==> src/rtl/macro_para.v <==
// Shared lane-geometry macros: 16 lanes per block, addressed by a 4-bit lane index.
`ifndef MACRO_PARA_V
`define MACRO_PARA_V
`define SFT_BIT     4
`define SUB_BLK_BIT 4
`endif

==> src/rtl/pang_sft_ctrl_pkg.sv <==
// Shared types and constants for the lane-shift controller and its offset arithmetic.
`include "macro_para.v"

package pang_sft_ctrl_pkg;

   // Lane count expressed in the length width and in the wider sum width.
   localparam logic [`SFT_BIT:0]   LANES_LEN = (`SFT_BIT+1)'(1) << `SFT_BIT;
   localparam logic [`SFT_BIT+1:0] LANES_SUM = (`SFT_BIT+2)'(1) << `SFT_BIT;

   typedef struct packed {
      logic [`SFT_BIT-1:0] nxt_off;
      logic [`SFT_BIT-1:0] end_lane;
      logic                full;
      logic                adv;
   } calc_t;

   function automatic logic [`SFT_BIT:0] clamp_len(input logic [`SFT_BIT:0] len);
      return (len > LANES_LEN) ? LANES_LEN : len;
   endfunction

endpackage

==> src/rtl/pang_sft_calc.sv <==
// Combinational window arithmetic: next offset, last lane and boundary flags for one request.
`include "macro_para.v"

module pang_sft_calc
   import pang_sft_ctrl_pkg::*;
(
   input  logic [`SFT_BIT-1:0] off,
   input  logic [`SFT_BIT:0]   len,
   output calc_t               res
);

   logic [`SFT_BIT:0]   len_c;
   logic [`SFT_BIT+1:0] sum;
   logic [`SFT_BIT+1:0] last;

   always_comb begin
      len_c = clamp_len(len);
      sum   = {2'b00, off} + {1'b0, len_c};
      last  = sum - (`SFT_BIT+2)'(1);
      res   = '0;
      // An empty request is a zero-width window anchored at the current offset.
      if (len_c == '0) begin
         res.nxt_off  = off;
         res.end_lane = off;
      end else begin
         res.nxt_off  = sum[`SFT_BIT-1:0];
         res.end_lane = last[`SFT_BIT-1:0];
         res.full     = (sum > LANES_SUM);
         res.adv      = (sum >= LANES_SUM);
      end
   end

endmodule

==> src/rtl/pang_sft_ctrl.sv <==
// Lane-shift controller: one-entry registered control word, valid/ready on both sides, sync flush.
// Define PANG_SFT_STAT_EN to add the saturating wrap_cnt statistics port.
`include "macro_para.v"

module pang_sft_ctrl
   import pang_sft_ctrl_pkg::*;
(
   input  logic                clk,
   input  logic                reset,
   input  logic                in_valid,
   output logic                in_ready,
   input  logic [`SFT_BIT:0]   in_len,
   input  logic                flush,
   output logic                out_valid,
   input  logic                out_ready,
   output logic [`SFT_BIT-1:0] next_sft,
   output logic                need_full,
   output logic [`SFT_BIT-1:0] need_pang_start_inc,
   output logic [`SFT_BIT-1:0] need_pang_end_inc,
   output logic                blk_adv
`ifdef PANG_SFT_STAT_EN
   ,
   output logic [15:0]         wrap_cnt
`endif
);

   logic [`SFT_BIT-1:0] off;
   calc_t               res;
   logic                accept;

   pang_sft_calc u_calc (
      .off (off),
      .len (in_len),
      .res (res)
   );

   assign in_ready = (!out_valid || out_ready) && !flush;
   assign accept   = in_valid && in_ready;

   always_ff @(posedge clk or posedge reset) begin
      if (reset) begin
         off                 <= '0;
         out_valid           <= 1'b0;
         next_sft            <= '0;
         need_full           <= 1'b0;
         need_pang_start_inc <= '0;
         need_pang_end_inc   <= '0;
         blk_adv             <= 1'b0;
      end else if (flush) begin
         off       <= '0;
         out_valid <= 1'b0;
      end else if (accept) begin
         off                 <= res.nxt_off;
         out_valid           <= 1'b1;
         next_sft            <= off;
         need_pang_start_inc <= off;
         need_pang_end_inc   <= res.end_lane;
         need_full           <= res.full;
         blk_adv             <= res.adv;
      end else if (out_valid && out_ready) begin
         out_valid <= 1'b0;
      end
   end

`ifdef PANG_SFT_STAT_EN
   always_ff @(posedge clk or posedge reset) begin
      if (reset) begin
         wrap_cnt <= '0;
      end else if (flush) begin
         wrap_cnt <= '0;
      end else if (out_valid && out_ready && blk_adv && (wrap_cnt != 16'hFFFF)) begin
         wrap_cnt <= wrap_cnt + 16'd1;
      end
   end
`endif

endmodule

==> config.mk <==
export PLATFORM = sky130hd
export DESIGN_NAME = pang_sft_ctrl
export DESIGN_NICKNAME = d
export VERILOG_FILES = /design/src/rtl/pang_sft_ctrl_pkg.sv /design/src/rtl/pang_sft_calc.sv /design/src/rtl/pang_sft_ctrl.sv
export VERILOG_INCLUDE_DIRS = /design/src /design/src/rtl
export SDC_FILE = /design/constraint.sdc
export NUM_CORES = 1
export LEC_CHECK = 0
export BUFFER_PORTS_ARGS = -buffer_cell sky130_fd_sc_hd__buf_2
export CAP_MARGIN = 20
export CORE_AREA = 2 2 47 49
export CTS_CLUSTER_DIAMETER = 80
export DETAILED_ROUTE_END_ITERATION = 7
export DIE_AREA = 0 0 49 51
export PLACE_DENSITY = 0.79
export SLEW_MARGIN = 15
export SYNTH_ARGS = -nofsm -noshare
export SYNTH_HDL_FRONTEND = slang
export SYNTH_SLANG_ARGS = --single-unit
==> constraint.sdc <==
create_clock -name clk -period 2.7 [get_ports clk]
set_input_delay 0.675 -clock clk [delete_from_list [all_inputs] [get_ports clk]]
set_output_delay 0.675 -clock clk [all_outputs]
set_load 0.05 [all_outputs]
Word-level counts from Yosys, hierarchy flattened
Cells that the tools add are included.

Bits in registers: 15. Output and inout bits: 16. Logic and storage cells: 32.

Add/subtract/negate cells: 2. $lt $le $gt $ge: 3. Equality and inequality tests: 1. Muxes and demuxes: 8. Bitwise gates (word level): 1. Reduce and logical (&&, ||, !) cells: 11.

Operators with widths (count): $mux W4 (2); $mux W8 (1); $add A4 B5 Y6 (1); $ge A6 B5 Y1 const B (1); $gt A6 B5 Y1 const B (1); $gt A5 B5 Y1 const B (1); $logic_not A5 Y1 (1); $mux W5 (1); $reduce_and A2 Y1 (2); $sub A4 B1 Y4 const B (1); $logic_and A1 B1 Y1 (3); $mux W1 (3); $reduce_bool A3 Y1 (1); $logic_not A1 Y1 (2); $mux W2 (1); $ne A2 B2 Y1 const B (1); $reduce_bool A2 Y1 (1); $logic_or A1 B1 Y1 (1); $not A1 Y1 (1).

Longest topological paths before layout
Word-level depth: 7. Mapped depth: 9.

By module
Synthesis repeated with hierarchy kept, for this count alone.

Cells, all modules: 99. Area, all modules: 999.7 um^2.

By module, submodules not included: pang_sft_ctrl (instances 1, cells each 51, area an instance 675.6 um^2, sequential area each 375.4 um^2); pang_sft_calc (instances 1, cells each 48, area an instance 324.1 um^2, sequential area each 0.0 um^2).

Worst setup path before layout
No wires, ideal clock.

Kind: in2reg. Start point: input in_len[0]. End point: register need_pang_end_inc[3]. Arrival: 2.227 ns. Data required time: 2.565 ns. Slack: 0.338 ns. Stages on the path: 9. Path buffers: 0. Path through: nor2b_1 -> ha_1 -> inv_1 -> fa_1 -> xor2_1 -> and3_1 -> xnor3_1 -> mux2i_1 -> o21ai_0.

Word-level cells in the longest chain between the ends: 5. Elaborated cells between the ends (all ways): 6.

Ends and longest elaborated chain: start: declaration (line pang_sft_ctrl.sv:12) `` input logic [`SFT_BIT:0] in_len, ``; $gt A5 B5 Y1 (line pang_sft_ctrl_pkg.sv:18) `return (len > LANES_LEN) ? LANES_LEN : len;`; $mux W5 * (line pang_sft_ctrl_pkg.sv:18); $add A4 B5 Y6 (line pang_sft_calc.sv:18) `sum = {2'b00, off} + {1'b0, len_c};`; $sub A4 B1 Y4 (line pang_sft_calc.sv:19) `` last = sum - (`SFT_BIT+2)'(1); ``; $mux W8 * (line pang_sft_calc.sv:22) `if (len_c == '0) begin`; end signal: assignment (line pang_sft_ctrl.sv:57) `need_pang_end_inc <= res.end_lane;`; end: declaration (line pang_sft_ctrl.sv:19) `` output logic [`SFT_BIT-1:0] need_pang_end_inc, ``.

Mark *: on every way between the ends. The rest lies on a longest branch, timed or not. The select of a mux whose other input is x is not followed. A chain may end at the register's enable or synchronous reset.

Worst setup path after layout
Start point: input in_len[4]. End point: register need_pang_end_inc[3].

Same word-level chain as after synthesis.

==> impl_results.md <==
- Post-synth net total: 108
- Clock Tree Buf Depth: 2
- Hold buffers post-CTS: 0
- Worst Path Max Fanout: 8
- Post-DP HPWL: 1.40 mm
- Top Layer Used: met4
- RSZ-0062 raised after global routing: false
- NumNets Final: 133
- GPL Wtd Cong: 0.807
- Final wirelength: 1.78 mm
- Setup WS pre-CTS: 0.115 ns
- Worst-Margin Slew: 0.646 ns
- Multi-input combinational cell area: 490 sq um
- Share of cells above drive strength 1: 31.0%
- Row cnt: 17
- TritonCTS buffer count: 3
- Main combinational cell family by area after synthesis: simple AND/OR/NAND/NOR gates
- I/O Buffers: 25
- Clk root buf: clkbuf_4
- Filler cells: 194
- First-pass DRT Iterations: 4
- Max_slew headroom: 56.9%
- Area growth syn-to-layout: 16.6%
- Tcrit/Tclk final: 82.9%
- XOR/XNOR share of the synthesized area: 5.25%
- Worst Setup End Kind: flop
- CP required: 2.87 ns
- Fin. max-slew vios: 0
- Final core utilization: 52.5%
- Syn_area_per_cell: 10.1 sq um
- Mean number of vias per cell: 4.88
- Most common cell after layout, fill and taps aside: buf_2
- Post-Syn Instances: 92
- Fin Setup TNS: 0 ns
- Arr. time, crit path: 2.41 ns
- Area of the mapped netlist: 930 sq um
- WL met3: 78 microns
- CTS tree: done
- Post-synthesis adder-cell area fraction: 8.88%
- Largest net degree at the start of global routing: 17
- Compound-Gate Fraction of Synth Area: 10.1%
- Register Area: 375 sq um
- Commonest cells after routing, fill and taps aside: 25 x buf_2, 15 x dfrtp_1, 12 x nand2_1
- Setup WS post-layout: 0.461 ns
- Clock transition at the registers of the reported paths: 0.10 ns
- Synth cell types: 24
- DRC Markers: 0
- Initial DRC count: 12
- Status: complete, no violations
- Simple-gate portion of the synthesized area: 20.6%
- Starting Density: 45.1%
- Antenna Violating Nets Remaining: 0
- Tmin final: 2.24 ns
- Antenna violations before repair: 0
- Final setup fails: 0
- Overflow after GRT: 0
- Yosys top cell area share: 40.4%
- Post-synthesis mux area share: 7.94%
- Later-pin clock latency in the skew report: 0.30 ns
- Synth top area cells: dfrtp_1 40%, ha_1 6.7%, nand2_1 4.8%, mux2i_1 4.3%, nor2_8 4.3%
- Synth warn: 0
- M1 WL: 790 microns
- Pwr Density: 694 nW/um^2
- Vias in the first global route: 727
- Final Hold Fails: 0
- Cell taking the most area after synthesis: dfrtp_1
- HP Class: in -> async
- Cts repair resizes: 0
- Die ar.: 2500 sq um
- WL per Instance: 12.4 microns
- Buffer count from post-CTS setup fixing: 0
- Via count: 702
- Worst vdd ir: 0.339 mV
- Global-route wire length before repair: 3.07 mm
- Lkg Pwr: 0.000589 uW
- Maxcap violations: 0
- Gr usage total: 16.6%
- Hold Slack: 0.405 ns
- DR WL met2: 882 microns
- Sequential area share after synthesis: 40.4%
- Die Y: 51 microns
- Fmax: 447 MHz
- IO Pins: 26
- Clk sinks: 15
- Critical path class: in -> reg
- Kind of start point of the critical path: primary input
- Die width: 49 microns
- Layout Skew: 0.0122 ns
- Antenna Cells: 0
- # H-tree levels: 1
- Synth Register Bits: 15
- Core ar.: 2060 sq um
==> metrics by stage <==
step / cells / power, uW / area (sq um)
floorplan: 92 / 555 / 930
global placement: 140 / 615 / 1060
detailed placement: 140 / 623 / 1060
CTS: 144 / 757 / 1080
global route: 144 / 792 / 1080
finish: 144 / 752 / 1080
==> synthesized netlist by cell type <==
master     n
xnor3_1    1
or4_4      1
ha_1       5
o21ai_0    8
dfrtp_1   15
and3_1     1
nand4_1    1
mux2_2     3
nor2b_1    6
buf_4      5
clkbuf_1   1
mux2i_1    4
a22o_1     1
fa_1       1
nor4bb_1   1
inv_1      6
a21oi_1    4
a21o_1     2
or3b_1     1
o211a_1    1
nor2_8     2
nor2_1     7
xor2_1     3
nand2_1   12
==> power breakdown <==
part	internal, uW	switching [uW]
Clock	55.3	80.0
Sequential	261	22.3
Combinational	98.3	234
Total	415	337
==> flip-flops by register name, indices dropped and copies added, names as in the netlist <==
signal,flops
off,4
need_pang_start_inc,4
need_full,1
need_pang_end_inc,4
out_valid,1
blk_adv,1
==> critical path, cell delays in order <==
cell and delay [ns]:
buf_2 0.17, nor2b_1 0.12, ha_1 0.17, inv_1 0.06
fa_1 0.42, xor2_1 0.18, and3_1 0.19, xnor3_1 0.21
mux2i_1 0.13, o21ai_0 0.08
==> kinds of logic after synthesis <==
| logic type | Yosys count |
|---|---|
| simple gates | 32 |
| fa+ha+maj | 6 |
| mux | 7 |
| xor+xnor | 4 |
| buf+inv | 12 |
| compound gates | 16 |
| flops | 15 |
==> final timing paths <==
kind | end | startpoint | depth (start not counted) | slack, ns
worst min-delay path | need_pang_end_inc[1]$_DFFE_PP0P_ | reset | 2 | 0.40
worst max register to register | need_pang_end_inc[2]$_DFFE_PP0P_ | off[0]$_DFFE_PP0P_ | 8 | 0.70
worst min register to register | need_pang_end_inc[0]$_DFFE_PP0P_ | need_pang_end_inc[0]$_DFFE_PP0P_ | 2 | 0.48
max in group asynchronous | out_valid$_DFFE_PP0P_ | reset | 2 | 1.91
min in group clk | need_pang_end_inc[0]$_DFFE_PP0P_ | need_pang_end_inc[0]$_DFFE_PP0P_ | 2 | 0.48
worst max-delay path | need_pang_end_inc[3]$_DFFE_PP0P_ | in_len[4] | 10 | 0.46
==> metal layers <==
layer,track usage [%],up-vias
met4,7.14,0
li1,-,357
met5,0,-
met3,3.80,3
met2,29.2,14
met1,19.6,328
==> cell type report <==
| class | instances | area share (%) |
|---|---|---|
| Tap cell | 28 | 3.23 |
| Sequential cell | 15 | 34.6 |
| Timing Repair Buffer | 26 | 12.2 |
| Inverter | 6 | 2.08 |
| Clock inverter | 1 | 0.462 |
| Multi-Input combinational cell | 65 | 45.3 |
| Clock buffer | 3 | 2.08 |
No activity file was read; power rests on OpenSTA's default activity.
